$ cat src/rtl/uart_pkg.sv
// Shared definitions for the UART receiver: FSM encoding and frame constants.
package uart_pkg;

  typedef enum logic [1:0] {
    ST_IDLE  = 2'd0,
    ST_START = 2'd1,
    ST_DATA  = 2'd2,
    ST_STOP  = 2'd3
  } uart_state_t;

  localparam int FRAME_BITS         = 8;
  localparam int OVERSAMPLE_DEFAULT = 16;

endpackage

$ cat src/rtl/uart_baud_gen.sv
// Oversample tick generator: one-cycle o_tick every DIV clocks.
// i_restart re-phases the counter so ticks line up with a detected start edge.
module uart_baud_gen #(
  parameter int DIV = 10
) (
  input  logic clock,
  input  logic i_reset,
  input  logic i_restart,
  output logic o_tick
);

  localparam int CW = (DIV > 1) ? $clog2(DIV) : 1;

  logic [CW-1:0] r_cnt;

  assign o_tick = (r_cnt == CW'(DIV - 1));

  // Free-running divider, wraps after DIV-1, forced to zero on restart.
  always_ff @(posedge clock or posedge i_reset) begin
    if (i_reset) begin
      r_cnt <= '0;
    end else if (i_restart || o_tick) begin
      r_cnt <= '0;
    end else begin
      r_cnt <= r_cnt + 1'b1;
    end
  end

endmodule

$ cat src/rtl/uart_rx.sv
// 8N1 UART receiver with oversampled mid-bit sampling, valid/ready output,
// frame-error and overrun pulses.
//
// Output handshake: o_valid rises when a byte lands in o_data and stays high
// until a cycle where o_valid && i_ready; that cycle consumes the byte. A new
// byte arriving in that same cycle keeps o_valid high without an overrun; a new
// byte arriving while o_valid is high and i_ready is low overwrites o_data and
// pulses o_overrun.
module uart_rx
  import uart_pkg::*;
#(
  parameter int CLK_FREQ   = 100000000,
  parameter int BAUD       = 115200,
  parameter int OVERSAMPLE = OVERSAMPLE_DEFAULT
) (
  input  logic       clock,
  input  logic       i_reset,
  input  logic       uart_txd_in,
  output logic [7:0] o_data,
  output logic       o_valid,
  input  logic       i_ready,
  output logic       o_frame_err,
  output logic       o_overrun,
  output logic       o_busy,
  output logic [1:0] o_dbg_state
);

  localparam int DIV = CLK_FREQ / (BAUD * OVERSAMPLE);
  localparam int TW  = $clog2(OVERSAMPLE);
  localparam int BW  = $clog2(FRAME_BITS);

  localparam logic [TW-1:0] HALF_LAST = TW'(OVERSAMPLE / 2 - 1);
  localparam logic [TW-1:0] FULL_LAST = TW'(OVERSAMPLE - 1);
  localparam logic [BW-1:0] BIT_LAST  = BW'(FRAME_BITS - 1);

  uart_state_t           r_state;
  logic                  r_sync1;
  logic                  r_sync2;
  logic [TW-1:0]         r_tick_cnt;
  logic [BW-1:0]         r_bit_cnt;
  logic [FRAME_BITS-1:0] r_shift;
  logic [7:0]            r_data;
  logic                  r_valid;
  logic                  r_frame_err;
  logic                  r_overrun;

  logic w_rx;
  logic w_tick;
  logic w_restart;

  assign w_rx      = r_sync2;
  assign w_restart = (r_state == ST_IDLE) && !w_rx;

  assign o_data      = r_data;
  assign o_valid     = r_valid;
  assign o_frame_err = r_frame_err;
  assign o_overrun   = r_overrun;
  assign o_busy      = (r_state != ST_IDLE);
  assign o_dbg_state = r_state;

  uart_baud_gen #(
    .DIV (DIV)
  ) u_baud_gen (
    .clock     (clock),
    .i_reset   (i_reset),
    .i_restart (w_restart),
    .o_tick    (w_tick)
  );

  // Two-flop synchronizer for the asynchronous serial line, idles high.
  always_ff @(posedge clock or posedge i_reset) begin
    if (i_reset) begin
      r_sync1 <= 1'b1;
      r_sync2 <= 1'b1;
    end else begin
      r_sync1 <= uart_txd_in;
      r_sync2 <= r_sync1;
    end
  end

  // Receive FSM plus output register handling (valid, pulses, data).
  always_ff @(posedge clock or posedge i_reset) begin
    if (i_reset) begin
      r_state     <= ST_IDLE;
      r_tick_cnt  <= '0;
      r_bit_cnt   <= '0;
      r_shift     <= '0;
      r_data      <= 8'h00;
      r_valid     <= 1'b0;
      r_frame_err <= 1'b0;
      r_overrun   <= 1'b0;
    end else begin
      r_frame_err <= 1'b0;
      r_overrun   <= 1'b0;
      if (r_valid && i_ready) begin
        r_valid <= 1'b0;
      end
      case (r_state)
        ST_IDLE: begin
          if (!w_rx) begin
            r_state    <= ST_START;
            r_tick_cnt <= '0;
          end
        end
        ST_START: begin
          if (w_tick) begin
            if (r_tick_cnt == HALF_LAST) begin
              r_tick_cnt <= '0;
              if (!w_rx) begin
                r_state   <= ST_DATA;
                r_bit_cnt <= '0;
              end else begin
                r_state <= ST_IDLE;
              end
            end else begin
              r_tick_cnt <= r_tick_cnt + 1'b1;
            end
          end
        end
        ST_DATA: begin
          if (w_tick) begin
            if (r_tick_cnt == FULL_LAST) begin
              r_tick_cnt <= '0;
              r_shift    <= {w_rx, r_shift[FRAME_BITS-1:1]};
              r_bit_cnt  <= r_bit_cnt + 1'b1;
              if (r_bit_cnt == BIT_LAST) begin
                r_state <= ST_STOP;
              end
            end else begin
              r_tick_cnt <= r_tick_cnt + 1'b1;
            end
          end
        end
        ST_STOP: begin
          if (w_tick) begin
            if (r_tick_cnt == FULL_LAST) begin
              r_tick_cnt <= '0;
              r_state    <= ST_IDLE;
              if (w_rx) begin
                r_data    <= r_shift[7:0];
                r_valid   <= 1'b1;
                r_overrun <= r_valid && !i_ready;
              end else begin
                r_frame_err <= 1'b1;
              end
            end else begin
              r_tick_cnt <= r_tick_cnt + 1'b1;
            end
          end
        end
        default: r_state <= ST_IDLE;
      endcase
    end
  end

endmodule

$ cat config.mk
export PLATFORM = sky130hd
export DESIGN_NAME = uart_rx
export DESIGN_NICKNAME = d
export VERILOG_FILES = /design/src/rtl/uart_pkg.sv /design/src/rtl/uart_baud_gen.sv /design/src/rtl/uart_rx.sv
export SDC_FILE = /design/constraint.sdc
export NUM_CORES = 1
export LEC_CHECK = 0
export BUFFER_PORTS_ARGS = -buffer_cell sky130_fd_sc_hd__buf_2
export CORE_UTILIZATION = 24
export DETAILED_ROUTE_END_ITERATION = 10
export PLACE_DENSITY = 0.4
export SYNTH_ARGS = -nofsm -noshare
export SYNTH_HDL_FRONTEND = slang
export SYNTH_SLANG_ARGS = --single-unit
$ cat constraint.sdc
create_clock -name clock -period 2.2 [get_ports clock]
set_clock_uncertainty 0.1 [all_clocks]
set_input_delay 0.11 -clock clock [delete_from_list [all_inputs] [get_ports clock]]
set_output_delay 0.11 -clock clock [all_outputs]
set_load 0.02 [all_outputs]
==> impl_results.html, run 1 <==
<table>
<tr><th>Metric</th><th>Value</th></tr>
<tr><th colspan="2">Power</th></tr>
<tr><td>Pwr/cell area</td><td>674 nW/um^2</td></tr>
<tr><td>Reported leakage power</td><td>0.907 nW</td></tr>
<tr><td>Largest voltage drop on the vdd net</td><td>240 uV</td></tr>
<tr><th colspan="2">Route</th></tr>
<tr><td>Via count</td><td>974</td></tr>
<tr><td>Antenna Violating Nets Remaining</td><td>0</td></tr>
<tr><td>Via density per instance</td><td>4.35</td></tr>
<tr><td>Routed WL</td><td>2840 um</td></tr>
<tr><td>DR WL/cell</td><td>12.7 um</td></tr>
<tr><td>DRC violations left</td><td>0</td></tr>
<tr><td>Violation count after the first detailed-routing iteration</td><td>88</td></tr>
<tr><td>Iteration count of the initial detailed-routing pass</td><td>4</td></tr>
<tr><th colspan="2">Finish</th></tr>
<tr><td>Count of nets after finishing</td><td>between 150 and 200</td></tr>
<tr><td>Flip-flop and latch area</td><td>903 sq um</td></tr>
<tr><td>Count of inserted antenna diode cells</td><td>0</td></tr>
<tr><td>Number of fillers in the final layout</td><td>about 670</td></tr>
<tr><td>Fraction of final layout cells with drive strength greater than 1</td><td>36.1%</td></tr>
<tr><td>Area Growth Syn to Fin</td><td>17.5%</td></tr>
<tr><td>Total area of multi-input combinational cells</td><td>626 sq um</td></tr>
<tr><th colspan="2">Global route</th></tr>
<tr><td>Total global-route track usage</td><td>a little under a tenth</td></tr>
<tr><td>Maximum number of pins on one net before global-route repair</td><td>37</td></tr>
<tr><td>Wire length of the first global-routing pass</td><td>4880 um</td></tr>
<tr><td>GR Overflow Total</td><td>0</td></tr>
<tr><td>Number of global-route vias before repair</td><td>986</td></tr>
<tr><td>Number of antenna violations at the first check in global routing</td><td>0</td></tr>
<tr><th colspan="2">STA</th></tr>
<tr><td>Setup total negative slack</td><td>0 ns</td></tr>
<tr><td>Top achievable clock speed</td><td>508 MHz</td></tr>
<tr><td>WHS</td><td>between 0.03 and 0.04 ns</td></tr>
<tr><td>Actual slew at the worst max-slew pin</td><td>about 0.50 ns</td></tr>
<tr><td>Final critical-path setup slack</td><td>0.233 ns</td></tr>
<tr><td>Setup repair after global routing missed its margin</td><td>false</td></tr>
<tr><td>Max-Slew Margin vs Limit</td><td>66.7%</td></tr>
<tr><td>Number of hold-slack violations in the final timing report</td><td>0</td></tr>
<tr><td>Final max-slew violation count</td><td>0</td></tr>
<tr><td>Final critical path time including I/O delays and setup</td><td>1.97 ns</td></tr>
<tr><td>Final critical-path share of the clock period</td><td>89.4%</td></tr>
<tr><td>Final setup violation count</td><td>0</td></tr>
<tr><th colspan="2">Synthesis</th></tr>
<tr><td>Count of unique library cells instantiated by Yosys</td><td>36</td></tr>
<tr><td>Mean Syn Cell Area</td><td>12.9 sq um</td></tr>
<tr><td>Share of synthesized area occupied by flip-flops and latches</td><td>56.7%</td></tr>
<tr><td>Number of flops mapped to enable cells by yosys</td><td>0</td></tr>
<tr><td>Register bit count reported by yosys</td><td>36</td></tr>
<tr><td>Portion of synthesized cell area occupied by the leading cell type</td><td>a little over half</td></tr>
<tr><td>Most frequent cell after synthesis</td><td>sky130_fd_sc_hd__dfrtp_1</td></tr>
<tr><td>Post-synth top area cell</td><td>sky130_fd_sc_hd__dfrtp_1</td></tr>
<tr><td>Number of warnings reported in the yosys synthesis log</td><td>0</td></tr>
<tr><td>Synthesized Nets</td><td>between 100 and 150</td></tr>
<tr><td>Gate count after technology mapping</td><td>123</td></tr>
<tr><td>Syn Std Cell Area</td><td>1590 sq um</td></tr>
<tr><td>Most used DFF post-synth</td><td>sky130_fd_sc_hd__dfrtp_1</td></tr>
<tr><td>Largest cells by area after synthesis</td><td>sky130_fd_sc_hd__dfrtp_1, sky130_fd_sc_hd__mux2_2, sky130_fd_sc_hd__ha_1</td></tr>
<tr><td>Most frequent cells after synthesis</td><td>sky130_fd_sc_hd__dfrtp_1, sky130_fd_sc_hd__mux2_2, sky130_fd_sc_hd__nor2_1, sky130_fd_sc_hd__a31oi_1, sky130_fd_sc_hd__ha_1</td></tr>
<tr><td>Ys async rst share</td><td>between 90% and 100%</td></tr>
<tr><th colspan="2">Critical path</th></tr>
<tr><td>Critical Path Fanout Max</td><td>11</td></tr>
<tr><td>Worst Setup Path Type</td><td>register to register</td></tr>
<tr><td>Capturing element type of the critical path</td><td>register</td></tr>
<tr><td>Crit path DAT</td><td>about 2 ns</td></tr>
<tr><td>Critical path launch point type</td><td>register</td></tr>
<tr><td>Required time at the worst-slack endpoint</td><td>around 2.3 ns</td></tr>
<tr><th colspan="2">Hold path</th></tr>
<tr><td>Path category of the worst min-delay check</td><td>input port to register</td></tr>
<tr><th colspan="2">Job</th></tr>
<tr><td>Max Cap Viol</td><td>0</td></tr>
<tr><th colspan="2">Place</th></tr>
<tr><td>Final weighted congestion of routability-driven global placement</td><td>0.711</td></tr>
<tr><td>Input/output buffers</td><td>17</td></tr>
<tr><td>DP Worst Slack</td><td>between 0.2 and 0.25 ns</td></tr>
<tr><td>Post-detail-place hpwl</td><td>1990 um</td></tr>
<tr><th colspan="2">Die</th></tr>
<tr><td>Number of ports placed on the die boundary</td><td>18</td></tr>
<tr><td>Row Count</td><td>29</td></tr>
<tr><td>Starting Density</td><td>about 25%</td></tr>
<tr><td>Width of the chip</td><td>83.5 um</td></tr>
<tr><td>Core Region</td><td>around 6400 sq um</td></tr>
<tr><td>Total die area</td><td>6970 sq um</td></tr>
<tr><td>Die height</td><td>between 80 and 90 um</td></tr>
<tr><th colspan="2">Clocking</th></tr>
<tr><td>Post_cts resized</td><td>0</td></tr>
<tr><td>Sinks on the clock net</td><td>36</td></tr>
<tr><td>Number of buffers inserted during clock tree synthesis</td><td>5</td></tr>
<tr><td>H-Tree Depth</td><td>2</td></tr>
<tr><td>Root cell of the clock tree</td><td>sky130_fd_sc_hd__clkbuf_8</td></tr>
<tr><td>Buffer depth of the longest clock path</td><td>2</td></tr>
<tr><td>Clk slew on worst S/H paths</td><td>0.07 ns</td></tr>
<tr><td>CTS tree</td><td>done</td></tr>
<tr><td>Clock latency on the worst-skew pair</td><td>0.28 ns</td></tr>
<tr><th colspan="2">Run status</th></tr>
<tr><td>Result of the run</td><td>finished, final reports clean</td></tr>
</table>
## repair_timing
action / 4_1_cts / 5_1_grt
hold buffers: 2 / 0
hold endpoints to repair: 35 / 0
buffers inserted: 0 / 0
## area by class of cell
class                      count  area share, %
clock buffer                   5           3.68
tap                           77           5.15
multi-input combinational     78           33.4
clock inverter                 3           2.27
inverter                       4          0.802
sequential                    36           48.3
timing repair buffer          21           6.42
## registers in the layout, summed over array words and instances, names as in the netlist, named ones only
| name | cells |
|---|---|
| o_overrun | 1 |
| o_frame_err | 1 |
| r_shift | 8 |
| r_tick_cnt | 4 |
| r_sync1 | 1 |
| o_valid | 1 |
| r_bit_cnt | 3 |
| r_sync2 | 1 |
| o_dbg_state | 1 |
| o_data | 8 |
| u_baud_gen.r_cnt | 6 |
## metrics by stage
stage	cell area [sq um]	utilization, %	total power, W	cells
detailed placement	1740	27.3	0.000701	214
floorplan	1590	-	0.000692	123
global route	1870	29.3	0.00132	224
finish	1870	29.3	0.00126	224
global placement	1740	27.3	0.000700	214
CTS	1870	29.3	0.00129	224
## worst max-delay path: stages (launching register included)
cell and delay [ns]:
sky130_fd_sc_hd__dfrtp_1 0.39, sky130_fd_sc_hd__inv_1 0.06, sky130_fd_sc_hd__ha_1 0.19, sky130_fd_sc_hd__nand4_4 0.14, sky130_fd_sc_hd__nor3_4 0.32, sky130_fd_sc_hd__and2_4 0.29
sky130_fd_sc_hd__mux2_2 0.36
## worst paths after layout
| path | startpoint | to | slack, ns | cells past startpoint |
|---|---|---|---|---|
| max | u_baud_gen.r_cnt[1]$_DFF_PP0_ | r_shift[5]$_DFFE_PP0P_ | 0.23 | 6 |
| min | i_ready | o_overrun$_DFF_PP0_ | 0.04 | 3 |
| max reg2reg | u_baud_gen.r_cnt[1]$_DFF_PP0_ | r_shift[5]$_DFFE_PP0P_ | 0.23 | 6 |
| min reg2reg | r_sync1$_DFF_PP1_ | r_sync2$_DFF_PP1_ | 0.26 | 0 |
| max in group asynchronous | i_reset | r_sync2$_DFF_PP1_ | 1.30 | 4 |
| min in group asynchronous | i_reset | r_shift[7]$_DFFE_PP0P_ | 0.36 | 4 |
## cells by family (layout without fill, tap and decap cells)
family / count (synthesis) / in the layout / synth area share, %
AND/OR/NAND/NOR: 33 / 33 / 13.1
flip-flops: 36 / 36 / 56.7
multiplexers: 17 / 17 / 12.0
AO/OA/AOI/OAI: 19 / 19 / 8.01
XOR/XNOR: 4 / 4 / 2.20
adder cells (fa/ha/maj): 5 / 5 / 3.93
buffers and inverters: 9 / 33 / 4.00
## layout by cell type (no fill, tap or decap)
cell type | netlist | final
sky130_fd_sc_hd__a21o_1 | 1 | 1
sky130_fd_sc_hd__a21oi_1 | 2 | 2
sky130_fd_sc_hd__a22o_1 | 3 | 3
sky130_fd_sc_hd__a22o_2 | 1 | 1
sky130_fd_sc_hd__a311oi_1 | 1 | 1
sky130_fd_sc_hd__a31oi_1 | 5 | 5
sky130_fd_sc_hd__and2_1 | 1 | 1
sky130_fd_sc_hd__and2_4 | 1 | 1
sky130_fd_sc_hd__and3_2 | 1 | 1
sky130_fd_sc_hd__and4_1 | 1 | 1
sky130_fd_sc_hd__buf_2 | 1 | 17
sky130_fd_sc_hd__buf_4 | 0 | 2
sky130_fd_sc_hd__bufinv_16 | 0 | 1
sky130_fd_sc_hd__clkbuf_8 | 0 | 5
sky130_fd_sc_hd__clkinv_2 | 0 | 1
sky130_fd_sc_hd__clkinvlp_4 | 0 | 1
sky130_fd_sc_hd__dfrtp_1 | 34 | 34
sky130_fd_sc_hd__dfstp_2 | 2 | 2
sky130_fd_sc_hd__dlygate4sd3_1 | 0 | 2
sky130_fd_sc_hd__ha_1 | 5 | 5
sky130_fd_sc_hd__inv_1 | 4 | 4
sky130_fd_sc_hd__mux2_2 | 17 | 17
sky130_fd_sc_hd__nand2_1 | 4 | 4
sky130_fd_sc_hd__nand2b_1 | 1 | 1
sky130_fd_sc_hd__nand3_1 | 3 | 3
sky130_fd_sc_hd__nand4_1 | 1 | 1
sky130_fd_sc_hd__nand4_4 | 2 | 2
sky130_fd_sc_hd__nor2_1 | 12 | 12
sky130_fd_sc_hd__nor3_1 | 2 | 2
sky130_fd_sc_hd__nor3_4 | 1 | 1
sky130_fd_sc_hd__nor4_1 | 1 | 1
sky130_fd_sc_hd__nor4b_1 | 1 | 1
sky130_fd_sc_hd__o21a_1 | 1 | 1
sky130_fd_sc_hd__o21ai_0 | 4 | 4
sky130_fd_sc_hd__o22ai_1 | 1 | 1
sky130_fd_sc_hd__or2_2 | 1 | 1
sky130_fd_sc_hd__xnor2_1 | 2 | 2
sky130_fd_sc_hd__xor2_1 | 2 | 2
## report_power, final
group | switching (W) | leakage [nW] | internal [W]
Combinational | 0.0000144 | 0.372 | 0.00000646
Clock | 0.000237 | 0.0541 | 0.000335
Sequential | 0.00000351 | 0.481 | 0.000665
Total | 0.000255 | 0.907 | 0.00101
## per-layer routing
metal,vias to the layer above,GRT usage (%),share of wire [%]
li1,480,-,-
met1,471,11.8,48
met2,18,13.5,47
met3,5,3.56,4.2
met4,0,4.16,1.5
met5,-,0,0
No activity file was read; power rests on OpenSTA's default activity.
==> run 2, diff against run 1 <==
- CORE_UTILIZATION: 24 -> 38
- PLACE_DENSITY: 0.4 -> 0.56
==> run 2 against run 1 <==
Against the previous run:
- non-clock buffer count did not move
- combinational power hardly changed
- wire length is 7.6% lower
- global-route usage increased by 4.7 points
- via count rose by 3.3%
- register-to-register slack about the same
- final area shrank 1.8%
- clock power shrank 0.9%
- flip-flop and latch count is the same
- hold slack got worse by 0.019 ns
- final cell count shrank 12%
- clock-buffer cell count did not move
- critical path type unchanged
- largest cell class unchanged
- highest routed layer unchanged
==> impl_results.html, run 2 (same netlist as run 1, synthesis figures left out) <==
<table>
<tr><th>Metric</th><th>Value</th></tr>
<tr><th colspan="2">Run status</th></tr>
<tr><td>Result of the run</td><td>finished, final reports clean</td></tr>
<tr><th colspan="2">STA</th></tr>
<tr><td>Actual slew at the worst max-slew pin</td><td>0.453 ns</td></tr>
<tr><td>Final critical-path setup slack</td><td>0.235 ns</td></tr>
<tr><td>Final critical-path share of the clock period</td><td>89.3%</td></tr>
<tr><td>Final max-slew violation count</td><td>0</td></tr>
<tr><td>Final critical path time including I/O delays and setup</td><td>between 1.5 and 2 ns</td></tr>
<tr><td>Setup repair after global routing missed its margin</td><td>false</td></tr>
<tr><td>Number of hold-slack violations in the final timing report</td><td>0</td></tr>
<tr><td>Setup total negative slack</td><td>0 ns</td></tr>
<tr><td>Final setup violation count</td><td>0</td></tr>
<tr><td>Top achievable clock speed</td><td>509 MHz</td></tr>
<tr><td>Max-Slew Margin vs Limit</td><td>69.8%</td></tr>
<tr><th colspan="2">Global route</th></tr>
<tr><td>Wire length of the first global-routing pass</td><td>4530 um</td></tr>
<tr><td>Maximum number of pins on one net before global-route repair</td><td>37</td></tr>
<tr><td>Number of global-route vias before repair</td><td>972</td></tr>
<tr><td>Total global-route track usage</td><td>13.9%</td></tr>
<tr><td>GR Overflow Total</td><td>0</td></tr>
<tr><td>Number of antenna violations at the first check in global routing</td><td>0</td></tr>
<tr><th colspan="2">Finish</th></tr>
<tr><td>Leading cell types in the layout, fill and taps excluded</td><td>sky130_fd_sc_hd__dfrtp_1, sky130_fd_sc_hd__mux2_2, sky130_fd_sc_hd__buf_2</td></tr>
<tr><td>Area Growth Syn to Fin</td><td>15.4%</td></tr>
<tr><td>Total area of multi-input combinational cells</td><td>626 sq um</td></tr>
<tr><td>Count of inserted antenna diode cells</td><td>0</td></tr>
<tr><td>Number of fillers in the final layout</td><td>372</td></tr>
<tr><td>Fraction of final layout cells with drive strength greater than 1</td><td>between 30% and 40%</td></tr>
<tr><td>Count of nets after finishing</td><td>155</td></tr>
<tr><td>Commonest non-fill, non-tap cell in the layout</td><td>sky130_fd_sc_hd__dfrtp_1</td></tr>
<tr><td>Flip-flop and latch area</td><td>903 sq um</td></tr>
<tr><th colspan="2">Clocking</th></tr>
<tr><td>Root cell of the clock tree</td><td>sky130_fd_sc_hd__clkbuf_8</td></tr>
<tr><td>Setup Fix Bufs, Post-CTS</td><td>0</td></tr>
<tr><td>Number of buffers inserted during clock tree synthesis</td><td>5</td></tr>
<tr><td>Post_cts resized</td><td>0</td></tr>
<tr><td>Cts-stage hold buffer count</td><td>2</td></tr>
<tr><td>H-Tree Depth</td><td>2</td></tr>
<tr><td>CTS tree</td><td>done</td></tr>
<tr><td>Sinks on the clock net</td><td>36</td></tr>
<tr><td>Buffer depth of the longest clock path</td><td>2</td></tr>
<tr><td>Clk slew on worst S/H paths</td><td>0.07 ns</td></tr>
<tr><td>Clock latency on the worst-skew pair</td><td>0.28 ns</td></tr>
<tr><th colspan="2">Route</th></tr>
<tr><td>Via density per instance</td><td>5.11</td></tr>
<tr><td>DRC violations left</td><td>0</td></tr>
<tr><td>DR WL/cell</td><td>13.3 um</td></tr>
<tr><td>Violation count after the first detailed-routing iteration</td><td>86</td></tr>
<tr><td>Antenna Violating Nets Remaining</td><td>0</td></tr>
<tr><td>Via count</td><td>1006</td></tr>
<tr><td>Routed WL</td><td>2630 um</td></tr>
<tr><td>Iteration count of the initial detailed-routing pass</td><td>4</td></tr>
<tr><th colspan="2">Die</th></tr>
<tr><td>Row Count</td><td>23</td></tr>
<tr><td>Core Region</td><td>4000 sq um</td></tr>
<tr><td>Width of the chip</td><td>66.7 um</td></tr>
<tr><td>Die height</td><td>66.7 um</td></tr>
<tr><td>Total die area</td><td>4450 sq um</td></tr>
<tr><td>Number of ports placed on the die boundary</td><td>18</td></tr>
<tr><td>Starting Density</td><td>about two fifths</td></tr>
<tr><th colspan="2">Hold path</th></tr>
<tr><td>Path category of the worst min-delay check</td><td>input port to register</td></tr>
<tr><th colspan="2">Critical path</th></tr>
<tr><td>Category of cells accounting for the largest share of critical-path delay</td><td>simple AND/OR/NAND/NOR gates</td></tr>
<tr><td>Buffers &amp; Inverters on Critical Path</td><td>1</td></tr>
<tr><td>Required time at the worst-slack endpoint</td><td>2.27 ns</td></tr>
<tr><td>Critical path launch point type</td><td>register</td></tr>
<tr><td>Capturing element type of the critical path</td><td>register</td></tr>
<tr><td>Slowest stage cell, crit path</td><td>sky130_fd_sc_hd__dfrtp_1</td></tr>
<tr><td>Worst Setup Path Type</td><td>register to register</td></tr>
<tr><td>CP peak stage delay</td><td>0.40 ns</td></tr>
<tr><td>Critical Path Fanout Max</td><td>11</td></tr>
<tr><td>CP Cell Sequence</td><td>inv_1, ha_1, nand4_4, nor3_4, and2_4, mux2_2</td></tr>
<tr><td>Crit path DAT</td><td>2.03 ns</td></tr>
<tr><th colspan="2">Place</th></tr>
<tr><td>Post-detail-place hpwl</td><td>1820 um</td></tr>
<tr><td>Final weighted congestion of routability-driven global placement</td><td>0.782</td></tr>
<tr><td>DP Worst Slack</td><td>0.234 ns</td></tr>
<tr><td>Input/output buffers</td><td>17</td></tr>
<tr><th colspan="2">Power</th></tr>
<tr><td>Power consumption</td><td>0.00126 W</td></tr>
<tr><td>Largest voltage drop on the vdd net</td><td>557 uV</td></tr>
<tr><td>Reported leakage power</td><td>0.907 nW</td></tr>
<tr><td>Pwr/cell area</td><td>slightly below 700 nW/um^2</td></tr>
<tr><th colspan="2">Job</th></tr>
<tr><td>Max Cap Viol</td><td>0</td></tr>
</table>
[run 2: layer usage]
metal	vias up	routed length (um)	GRT usage, %
met1	502	1290	18.1
li1	484	-	-
met2	16	1220	21.3
met3	4	85	3.60
met5	-	0	0
met4	0	32	6.38
[run 2: report_power, final]
group / internal, W / switching, W
clock: 0.000335 / 0.000232
combinational: 0.00000647 / 0.0000142
sequential: 0.000665 / 0.00000362
[run 2: stage by stage]
stage / instance area [sq um] / cells / util, % / hold slack [ns]
6_report: 1840 / 197 / 45.9 / 0.0183
5_1_grt: 1840 / 197 / 45.9 / 0.0508
3_5_place_dp: 1710 / 187 / 42.7 / 0.117
3_3_place_gp: 1710 / 187 / 42.7 / 0.118
2_1_floorplan: 1590 / 123 / - / 0.0145
4_1_cts: 1840 / 197 / 45.9 / 0.0222
[run 2: layout make-up]
| type | count | share of cell area (%) |
|---|---|---|
| flip-flops and latches | 36 | 49.1 |
| clock inverters | 3 | 2.31 |
| inverters | 4 | 0.817 |
| repair buffers | 21 | 6.54 |
| well taps | 50 | 3.40 |
| multi-input cells | 78 | 34.0 |
| clock buffers | 5 | 3.74 |
[run 2: worst paths after layout]
check	startpoint	depth (start not counted)	end	slack, ns
setup / recovery	u_baud_gen.r_cnt[1]$_DFF_PP0_	6	r_shift[5]$_DFFE_PP0P_	0.24
hold / removal	i_ready	3	o_valid$_DFF_PP0_	0.02
setup reg to reg	u_baud_gen.r_cnt[1]$_DFF_PP0_	6	r_shift[5]$_DFFE_PP0P_	0.24
hold reg to reg	r_sync1$_DFF_PP1_	0	r_sync2$_DFF_PP1_	0.25
max in group asynchronous	i_reset	4	r_sync1$_DFF_PP1_	1.29
min in group asynchronous	i_reset	4	o_data[5]$_DFFE_PP0P_	0.36
[run 2: worst min-delay path, cell delays in order]
cell                       delay, ns
sky130_fd_sc_hd__buf_2          0.07
sky130_fd_sc_hd__nand2b_1       0.12
sky130_fd_sc_hd__nand2_1        0.06
